**src/rtl/fib_pkg.sv**
```systemverilog
// Shared types and constants for the binary/Fibonacci codec: FSM state encoding,
// a constant Fibonacci function and the default start weights of the weight walker.
package fib_pkg;

  typedef enum logic [1:0] {
    IDLE = 2'd0,
    RUN  = 2'd1,
    DONE = 2'd2
  } state_t;

  // fib(0)=0, fib(1)=1, fib(2)=1, fib(3)=2, ...
  function automatic logic [63:0] fib(input int n);
    logic [63:0] a;
    logic [63:0] b;
    logic [63:0] t;
    a = 64'd0;
    b = 64'd1;
    for (int i = 0; i < n; i++) begin
      t = a + b;
      a = b;
      b = t;
    end
    return a;
  endfunction

  // Highest digit k=fib_w-1 carries F(fib_w+1); its partner is F(fib_w+2).
  function automatic logic [63:0] fib_top(input int fib_w);
    return fib(fib_w + 1);
  endfunction

  function automatic logic [63:0] fib_next(input int fib_w);
    return fib(fib_w + 2);
  endfunction

  localparam int          FIB_W_DEF = 24;
  localparam logic [63:0] FIB_TOP   = fib_top(FIB_W_DEF);
  localparam logic [63:0] FIB_NEXT  = fib_next(FIB_W_DEF);

endpackage

```
**src/rtl/binary_fibonacci_codec_if.sv**
```systemverilog
// Request/result bundle of the binary/Fibonacci codec, plus a debug view of the FSM state.
interface binary_fibonacci_codec_if
  import fib_pkg::*;
#(
  parameter int BIN_W = 16,
  parameter int FIB_W = 24
) ();

  // Handshake: start is a request that is accepted only while the codec is idle
  // (busy=0, done=0) and is never queued; mode/bin_in/fib_in are sampled with it.
  // done is a one-cycle result-valid with no back-pressure; results hold until the next done.
  logic             start;
  logic             mode;
  logic [BIN_W-1:0] bin_in;
  logic [FIB_W-1:0] fib_in;
  logic             busy;
  logic             done;
  logic [FIB_W-1:0] fib_out;
  logic [BIN_W-1:0] bin_out;
  logic             nonstd;
  logic             ovf;
  state_t           state;

  modport master (
    output start, mode, bin_in, fib_in,
    input  busy, done, fib_out, bin_out, nonstd, ovf, state
  );

  modport slave (
    input  start, mode, bin_in, fib_in,
    output busy, done, fib_out, bin_out, nonstd, ovf, state
  );

endinterface

```
**src/rtl/fib_weight_gen.sv**
```systemverilog
// Descending Fibonacci weight walker: holds (F(k+2), F(k+3)) and steps to (b-a, a)
// so the current digit weight is produced without any table.
module fib_weight_gen
  import fib_pkg::*;
#(
  parameter int            WW   = FIB_W_DEF + 1,
  parameter logic [WW-1:0] TOP  = WW'(FIB_TOP),
  parameter logic [WW-1:0] NEXT = WW'(FIB_NEXT)
) (
  input  logic          clk,
  input  logic          rst,
  input  logic          load,
  input  logic          step,
  output logic [WW-1:0] weight
);

  logic [WW-1:0] a_q;
  logic [WW-1:0] b_q;

  always_ff @(posedge clk or negedge rst) begin
    if (!rst) begin
      a_q <= '0;
      b_q <= '0;
    end else if (load) begin
      a_q <= TOP;
      b_q <= NEXT;
    end else if (step) begin
      a_q <= b_q - a_q;
      b_q <= a_q;
    end
  end

  assign weight = a_q;

endmodule

```
**src/rtl/binary_fibonacci_codec.sv**
```systemverilog
// Serial binary <-> Zeckendorf codec, one Fibonacci digit per cycle, MSB digit first.
// Decode path (mode, nonstd, ovf) is built only when FIB_DECODE_EN is defined.
module binary_fibonacci_codec
  import fib_pkg::*;
#(
  parameter int BIN_W = 16,
  parameter int FIB_W = 24
) (
  input  logic                     clk,
  input  logic                     rst,
  binary_fibonacci_codec_if.slave  bus
);

  localparam int            WW      = FIB_W + 1;
  localparam int            SW      = ((WW > BIN_W) ? WW : BIN_W) + 1;
  localparam int            IW      = $clog2(FIB_W + 1);
  localparam logic [WW-1:0] W_TOP   = WW'(fib_top(FIB_W));
  localparam logic [WW-1:0] W_NEXT  = WW'(fib_next(FIB_W));
  localparam logic [63:0]   BIN_MAX = (64'd1 << BIN_W) - 64'd1;

  // FIB_W digits span 0..F(FIB_W+2)-1, which must cover every BIN_W-bit operand.
  if (fib(FIB_W + 2) <= BIN_MAX) begin : g_range_check
    $error("FIB_W too small to represent every BIN_W-bit value");
  end

  state_t           state_q;
  state_t           state_d;
  logic [IW-1:0]    idx_q;
  logic [BIN_W-1:0] rem_q;
  logic [FIB_W-1:0] dig_q;
  logic [FIB_W-1:0] fib_out_q;

  logic             accept;
  logic             last;
  logic             dec;
  logic             take;
  logic [WW-1:0]    weight;
  logic [SW-1:0]    w_ext;
  logic [SW-1:0]    rem_ext;
  logic [BIN_W-1:0] rem_nxt;
  logic [FIB_W-1:0] dig_nxt;

  assign accept = (state_q == IDLE) && bus.start;
  assign last   = (state_q == RUN) && (idx_q == '0);

  fib_weight_gen #(
    .WW   (WW),
    .TOP  (W_TOP),
    .NEXT (W_NEXT)
  ) u_weight (
    .clk    (clk),
    .rst    (rst),
    .load   (accept),
    .step   (state_q == RUN),
    .weight (weight)
  );

  // ---------------------------------------------------------------- FSM
  always_ff @(posedge clk or negedge rst) begin
    if (!rst) state_q <= IDLE;
    else      state_q <= state_d;
  end

  always_comb begin
    state_d = state_q;
    case (state_q)
      IDLE:    if (bus.start) state_d = RUN;
      RUN:     if (idx_q == '0) state_d = DONE;
      DONE:    state_d = IDLE;
      default: state_d = IDLE;
    endcase
  end

  always_comb begin
    bus.busy  = 1'b0;
    bus.done  = 1'b0;
    bus.state = state_q;
    case (state_q)
      RUN:     bus.busy = 1'b1;
      DONE:    bus.done = 1'b1;
      default: ;
    endcase
  end

  // ---------------------------------------------------------------- decode path
`ifdef FIB_DECODE_EN
  logic             mode_q;
  logic             nonstd_q;
  logic [BIN_W:0]   acc_q;
  logic [BIN_W:0]   acc_nxt;
  logic [SW-1:0]    sum;
  logic [BIN_W-1:0] bin_out_q;
  logic             nonstd_out_q;
  logic             ovf_q;

  assign dec = mode_q;

  // acc_q[BIN_W] is a sticky carry: once any partial sum overflows it stays set.
  always_comb begin
    sum     = SW'(acc_q[BIN_W-1:0]) + w_ext;
    acc_nxt = acc_q;
    if (dig_q[FIB_W-1]) acc_nxt = {acc_q[BIN_W] | (|sum[SW-1:BIN_W]), sum[BIN_W-1:0]};
  end

  always_ff @(posedge clk or negedge rst) begin
    if (!rst) begin
      mode_q       <= 1'b0;
      nonstd_q     <= 1'b0;
      acc_q        <= '0;
      bin_out_q    <= '0;
      nonstd_out_q <= 1'b0;
      ovf_q        <= 1'b0;
    end else begin
      if (accept) begin
        mode_q   <= bus.mode;
        nonstd_q <= |(bus.fib_in & (bus.fib_in >> 1));
        acc_q    <= '0;
      end else if (state_q == RUN) begin
        acc_q <= acc_nxt;
      end
      if (last) begin
        bin_out_q    <= dec ? acc_nxt[BIN_W-1:0] : '0;
        nonstd_out_q <= dec & nonstd_q;
        ovf_q        <= dec & acc_nxt[BIN_W];
      end
    end
  end

  assign bus.bin_out = bin_out_q;
  assign bus.nonstd  = nonstd_out_q;
  assign bus.ovf     = ovf_q;
`else
  logic unused_dec;

  assign dec         = 1'b0;
  assign unused_dec  = ^{bus.mode, bus.fib_in};
  assign bus.bin_out = '0;
  assign bus.nonstd  = 1'b0;
  assign bus.ovf     = 1'b0;
`endif

  // ---------------------------------------------------------------- digit datapath
  // dig_q is shared: decode shifts the operand out of the MSB, encode shifts result digits in at the LSB.
  always_comb begin
    w_ext   = SW'(weight);
    rem_ext = SW'(rem_q);
    take    = (rem_ext >= w_ext) && !dec;
    rem_nxt = take ? BIN_W'(rem_ext - w_ext) : rem_q;
    dig_nxt = (dig_q << 1) | FIB_W'(take);
  end

  always_ff @(posedge clk or negedge rst) begin
    if (!rst) begin
      idx_q     <= '0;
      rem_q     <= '0;
      dig_q     <= '0;
      fib_out_q <= '0;
    end else begin
      if (accept) begin
        idx_q <= IW'(FIB_W - 1);
        rem_q <= bus.bin_in;
`ifdef FIB_DECODE_EN
        dig_q <= bus.mode ? bus.fib_in : '0;
`else
        dig_q <= '0;
`endif
      end else if (state_q == RUN) begin
        idx_q <= idx_q - IW'(1);
        rem_q <= rem_nxt;
        dig_q <= dig_nxt;
      end
      if (last) fib_out_q <= dec ? '0 : dig_nxt;
    end
  end

  assign bus.fib_out = fib_out_q;

endmodule
```
**src/flat_wrapper.sv**
```systemverilog
// flat-port wrapper written by rule: the top's interface ports become plain ports
module binary_fibonacci_codec_flat import fib_pkg::*;
#(
  parameter int BIN_W = 16,
  parameter int FIB_W = 24
)
  (clk, rst, bus_start, bus_mode, bus_bin_in, bus_fib_in, bus_busy, bus_done, bus_fib_out, bus_bin_out, bus_nonstd, bus_ovf, bus_state);
  binary_fibonacci_codec_if #(.BIN_W(BIN_W), .FIB_W(FIB_W)) bus_i ();
  input  logic clk;
  input  logic rst;
  input wire logic [$bits(bus_i.start)-1:0] bus_start;
  input wire logic [$bits(bus_i.mode)-1:0] bus_mode;
  input wire logic [$bits(bus_i.bin_in)-1:0] bus_bin_in;
  input wire logic [$bits(bus_i.fib_in)-1:0] bus_fib_in;
  output wire logic [$bits(bus_i.busy)-1:0] bus_busy;
  output wire logic [$bits(bus_i.done)-1:0] bus_done;
  output wire logic [$bits(bus_i.fib_out)-1:0] bus_fib_out;
  output wire logic [$bits(bus_i.bin_out)-1:0] bus_bin_out;
  output wire logic [$bits(bus_i.nonstd)-1:0] bus_nonstd;
  output wire logic [$bits(bus_i.ovf)-1:0] bus_ovf;
  output wire logic [$bits(bus_i.state)-1:0] bus_state;
  assign bus_i.start = bus_start;
  assign bus_i.mode = bus_mode;
  assign bus_i.bin_in = bus_bin_in;
  assign bus_i.fib_in = bus_fib_in;
  assign bus_busy = bus_i.busy;
  assign bus_done = bus_i.done;
  assign bus_fib_out = bus_i.fib_out;
  assign bus_bin_out = bus_i.bin_out;
  assign bus_nonstd = bus_i.nonstd;
  assign bus_ovf = bus_i.ovf;
  assign bus_state = bus_i.state;
  binary_fibonacci_codec #(.BIN_W(BIN_W), .FIB_W(FIB_W)) u_core (.clk(clk), .rst(rst), .bus(bus_i));
endmodule
```
**config.mk**
```make
export PLATFORM = sky130hd
export DESIGN_NAME = binary_fibonacci_codec_flat
export DESIGN_NICKNAME = d
export VERILOG_FILES = /design/src/rtl/fib_pkg.sv /design/src/rtl/binary_fibonacci_codec_if.sv /design/src/rtl/fib_weight_gen.sv /design/src/rtl/binary_fibonacci_codec.sv /design/src/flat_wrapper.sv
export SDC_FILE = /design/constraint.sdc
export NUM_CORES = 1
export LEC_CHECK = 0
export ABC_AREA = 1
export BUFFER_PORTS_ARGS = -buffer_cell sky130_fd_sc_hd__clkbuf_2
export CAP_MARGIN = 20
export CORE_MARGIN = 8
export CORE_UTILIZATION = 35
export DETAILED_ROUTE_END_ITERATION = 7
export GPL_TIMING_DRIVEN = 0
export PLACE_DENSITY = 0.55
export SYNTH_ARGS = -nofsm -noshare
export SYNTH_HDL_FRONTEND = slang
export SYNTH_SLANG_ARGS = --single-unit
```
**constraint.sdc**
```tcl
create_clock -name clk -period 2.9 [get_ports clk]
set_clock_uncertainty 0.15 [all_clocks]
set_input_delay 0.29 -clock clk [delete_from_list [all_inputs] [get_ports clk]]
set_output_delay 0.29 -clock clk [all_outputs]
set_load 0.05 [all_outputs]
```
# [Word-level counts from Yosys, hierarchy flattened]
# Cells that the tools add are included.
[totals] reg_bits=120 elab_cells=40 output_inout_bits=46
[op_classes] eq_ne=4 reduce_logical=8 bitwise_logic=1 order_cmp=1 n_mux=16 n_addsub=3
[op_table] op="$mux W25" n=4
[op_table] op="$mux W16" n=3
[op_table] op="$mux W23" n=2
[op_table] op="$ge A16 B25 Y1" n=1
[op_table] op="$sub A25 B25 Y25" n=1
[op_table] op="$or A24 B1 Y24" n=1
[op_table] op="$sub A16 B16 Y16" n=1
[op_table] op="$mux W5" n=2
[op_table] op="$logic_not A5 Y1" n=1
[op_table] op="$sub A5 B1 Y5 const B" n=1
[op_table] op="$mux W2" n=2
[op_table] op="$pmux W2 S2" n=1
[op_table] op="$reduce_and A2 Y1" n=2
[op_table] op="$reduce_bool A2 Y1" n=2
[op_table] op="$eq A2 B1 Y1 const B" n=1
[op_table] op="$eq A2 B2 Y1 const B" n=1
[op_table] op="$logic_and A1 B1 Y1" n=2
[op_table] op="$logic_not A2 Y1" n=1
[op_table] op="$mux W1" n=2
[op_table] op="$ne A2 B1 Y1 const B" n=1
[op_table] op="$ne A2 B2 Y1 const B" n=1

# [Longest topological paths before layout]
[logic_depth] word_depth=4 depth_mapped=15

# [Cells and area by module]
# From an unflattened synthesis, not the netlist that was laid out.
[hier_totals] cells_unflattened=1158 area_unflattened_um2=7941.4
[by_module_without_submodules] module="binary_fibonacci_codec" cells_per_inst=591 instances=1 area_each_um2=4236.6
[by_module_without_submodules] module="fib_weight_gen" cells_per_inst=567 instances=1 area_each_um2=3704.8

# [Least setup slack after synthesis]
# Ideal clock, no wire load.
[synth_timing] path_type="reg2reg" from="register u_core.u_weight.a_q[0], in the netlist u_core.u_weight.weight[0]" to="register u_core.u_weight.a_q[18], in the netlist u_core.u_weight.weight[18]" setup_time_ps=118 path_stages_with_launch=15 t_arrival_ps=1797 setup_slack_ps=834 cell_sequence="dfrtp_1 ha_1 fa_1 inv_1 nand3_1 nand2_1 nand2_1 nand2_1 nand2_1 nand2_1 nand2_1 nand2_1 nand2_1 nand3_1 nand2_1"
[synth_between] elab_chain_cells=3
[synth_lines] item="start, declared" line="fib_weight_gen.sv:17" source="logic [WW-1:0] a_q;"
[synth_lines] item="start signal, assigned" line="fib_weight_gen.sv:28" source="a_q <= b_q - a_q;"
[synth_lines] item="$sub A25 B25 Y25" line="fib_weight_gen.sv:28"
[synth_lines] item="$mux W25" line="fib_weight_gen.sv:27" source="end else if (step) begin"
[synth_lines] item="$mux W25" line="fib_weight_gen.sv:24" source="end else if (load) begin"
# Every way passes these cells. The select of a mux whose other input is x is not followed.
# A chain may end at the register's enable or synchronous reset.

# [Worst setup path after layout]
[layout_timing] from="register u_core.state_q[1], in the netlist u_core.bus.state[1]" to="output port bus_busy"
[layout_between] elab_chain_cells=2
[layout_lines] item="start, declared" line="binary_fibonacci_codec.sv:26" source="state_t state_q;"
[layout_lines] item="start signal, assigned" line="binary_fibonacci_codec.sv:61" source="else state_q <= state_d;"
[layout_lines] item="$eq A2 B1 Y1" line="binary_fibonacci_codec.sv:78" source="case (state_q)"
[layout_lines] item="$mux W1" line="binary_fibonacci_codec.sv:78"
[layout_lines] item="end, declared" line="flat_wrapper.sv:15" source="output wire logic [$bits(bus_i.busy)-1:0] bus_busy;"
# Every way passes these cells.

==> summary.md <==
| Metric | Value |
|---|---|
| Outcome | `finished, final reports clean` |
| Area added between synthesis and finish | `16.6%` |
| Least-Margin Pin Slew | `0.656 ns` |
| Initial DRC Count | `395` |
| Initial Util | `35.1%` |
| Final core utilization | `41.0%` |
| H-tree Lvls | `4` |
| Peak supply drop | `0.000403 V` |
| Synthesized area | `7570 sq um` |
| CP endpoint kind | `primary output` |
| Num rows | `54` |
| Most frequent cells in the layout | `339 x nand2_1, 149 x inv_1, 120 x dfrtp_1` |
| Crit-path max cell delay | `0.38 ns` |
| Hpwl dp | `16.1 mm` |
| Die Y-Extent | `163 microns` |
| Io pins | `90` |
| Area contributors post-synth | `dfrtp_1 40%, nand2_1 17%, inv_1 7.4%` |
| CTS tree | `done` |
| Max-cap viol count | `0` |
| Startpoint class of the critical path | `flop` |
| Via density | `4.77` |
| Worst Hold Slack | `0.0159 ns` |
| Final #Nets | `1,230` |
| Yosys top cell area share | `39.7%` |
| Total global routing overflow | `0` |
| DRC viols | `0` |
| RSZ-0062 raised after global routing | `no` |
| Sw frac | `50.9%` |
| Pwr Total | `12,100 uW` |
| Mean Syn Cell Area | `7.16 sq um` |
| CTS Buffer Depth | `2` |
| Hold Path Class | `input pin to flop` |
| Vias in the first global route | `6,567` |
| Final Instance Area | `8830 sq um` |
| Core footprint | `21,600 sq um` |
| Internal Power | `5950 uW` |
| Reg2reg end | `u_core.u_weight.weight[18]` |
| Synthesis warning total | `0` |
| R2R cell count | `14` |
| RR Startpoint | `u_core.u_weight.weight[0]` |
| Placed inst area | `8250 sq um` |
| Clock root cell | `clkbuf_16` |
| Ant diodes | `0` |
| Final setup viols | `0` |
| First-pass detailed-route iteration total | `5` |
| CTS sink cnt | `120` |
| DP Cell Count | `1,401` |
| Post-route insts no fill | `1,434` |
| Normalized max-slew margin | `56.3%` |
| Die area | `26,600 sq um` |
| FF+latch count, synth | `120` |
| Cell family with most CP delay | `buffers and inverters` |
| Routability-driven placement congestion ratio | `0.868` |
| P per Cell Area | `1370 nW/um^2` |
| Share of layout cells above drive strength 1 | `11.4%` |
| Via count | `6,835` |
| Commonest non-fill, non-tap cell in the layout | `nand2_1` |
| Post-synthesis cell type count | `36` |
| Period utilization | `92.4%` |
| Peak Freq | `373 MHz` |
| Num CTS Buffers | `17` |
| Worst Path Arrival | `2.24 ns` |
| Post-Syn Instances | `1,057` |
| Crit Path Class | `flop to primary output` |
| Slowest CP cell | `dfrtp_1` |
| Largest area contributor in the netlist | `dfrtp_1` |
| Clock Power Share | `16.7%` |
| CP bufs+invs | `5` |
| Min-Delay Endpoint | `u_core.rem_q[13]` |
| Final worst path period need | `2.68 ns` |
| CP required | `2.46 ns` |
| Worst-path cell chain | `inv_2 -> nand2_4 -> inv_1 -> buf_2 -> buf_2 -> clkbuf_2` |
| Final count of pins violating max slew | `0` |
| Largest net degree at the start of global routing | `73` |
| Gr usage total | `16.6%` |
| Clk Latency, worst-skew pair | `0.42 ns` |
| Sequential cell fraction of total power | `21.5%` |
| Worst hold start | `bus_bin_in[13]` |
| Leakage | `0.00467 uW` |
| R2r setup slk | `0.42 ns` |
| Crit-path most repeated cell | `buf_2` |
| Port Buffers | `46` |
| Detail Route Antenna Nets | `0` |
| Combinational Power Share | `61.8%` |
| Filler Cell Count | `2,317` |
| Net switching power | `6150 uW` |
| First-pass GRT wire length | `34.7 mm` |
| Antenna violations before repair | `0` |
| Final hold viol count | `0` |
| Die width | `163 microns` |
| DRT Wirelength | `21.2 mm` |
| Clock transition at path regs | `0.06 ns` |
| Crit-path max FO | `10` |
| Hold path cells | `5` |
| Drt wl/cell | `14.8 microns` |
| Sequential fraction of the synthesis area | `39.7%` |
sequential cells by signal, indices dropped and copies added (netlist names):
name / cells
u_core.rem_q: 16
u_core.idx_q: 5
u_core.bus.fib_out: 24
u_core.u_weight.b_q: 25
u_core.dig_q: 23
u_core.bus.state: 2
u_core.u_weight.weight: 25
worst max-delay path by stage:
stage / depth (start not counted) / startpoint / endpoint / slack, ns
after global placement: 1 / rst / u_core.bus.fib_out[22] / -0.64
after floorplan: 14 / u_core.u_weight.weight[0] / u_core.u_weight.weight[18] / 0.83
after global routing: 6 / u_core.bus.state[1] / bus_busy / 0.10
final: 6 / u_core.bus.state[1] / bus_busy / 0.22
after CTS: 6 / u_core.bus.state[1] / bus_busy / 0.19
after detailed placement: 14 / u_core.u_weight.weight[0] / u_core.u_weight.weight[18] / 0.45
stage by stage:
stage | worst slack, ns | setup TNS [ns]
floorplan | 0.834 | 0
global placement | -0.636 | -75.02
detailed placement | 0.452 | 0
CTS | 0.189 | 0
global route | 0.101 | 0
finish | 0.221 | 0
power by group through the flow:
stage | Clock (uW) | Sequential [uW] | Combinational [uW]
2_1_floorplan | 0 | 2680 | 5460
6_report | 2010 | 2610 | 7480
4_1_cts | 2070 | 2610 | 7460
3_5_place_dp | 0 | 2620 | 7440
5_1_grt | 2140 | 2670 | 8610
3_3_place_gp | 0 | 2620 | 7330
logic make-up (layout without fill, tap and decap cells):
logic type	Yosys count	after routing	share of synthesized area [%]
AND/OR/NAND/NOR	514	514	28.7
buffers and inverters	197	277	11.2
AO/OA/AOI/OAI	175	175	12.3
flip-flops	120	120	39.7
adder cells (fa/ha/maj)	44	44	7.47
XOR/XNOR	6	6	0.694
other	1	18	0.0495
worst register-to-register path, stage by stage, from the launching register on:
cell and delay, ns:
dfrtp_1 0.42, ha_1 0.28, fa_1 0.37, inv_1 0.11, nand3_1 0.08, nand2_1 0.16, nand2_1 0.07, nand2_1 0.16
nand2_1 0.07, nand2_1 0.12, nand2_1 0.12, nand2_1 0.08, nand2_1 0.05, nand3_1 0.07, nand2_1 0.05
routing by layer:
metal	vias up	GRT usage [%]	share of wire (%)
met1	3163	22.4	49
met4	0	5.59	1.5
met3	20	3.10	4.4
li1	3527	-	-
met2	125	26.2	45
met5	-	0	0
cell usage after synthesis, drive strengths merged:
library cell	instances
a21boi	1
a21oi	53
and2	4
buf	35
clkbuf	10
conb	1
dfrtp	120
fa	2
ha	42
inv	152
nand2	344
nand3	69
nand3b	5
nand4	14
nor2	71
nor3	3
nor4	2
o21ai	85
o21bai	4
o22ai	32
or2	2
xnor2	2
xor2	4
final cells by class:
cell class | instances | area (sq um) | area share, %
buffer | 45 | 275 | 3.12
clock buffer | 19 | 453 | 5.13
clock inverter | 12 | 104 | 1.18
inverter | 152 | 573 | 6.49
multi-input combinational | 757 | 3780 | 42.9
sequential | 120 | 3000 | 34.0
tap | 280 | 350 | 3.97
timing repair buffer | 49 | 287 | 3.25
repair_timing:
action	CTS	global route
endpoints found under the hold margin	49	0
gates resized for setup	0	0
hold buffers	2	0
buffers inserted	0	0
Note: power is estimated with default switching activity, not from simulation.
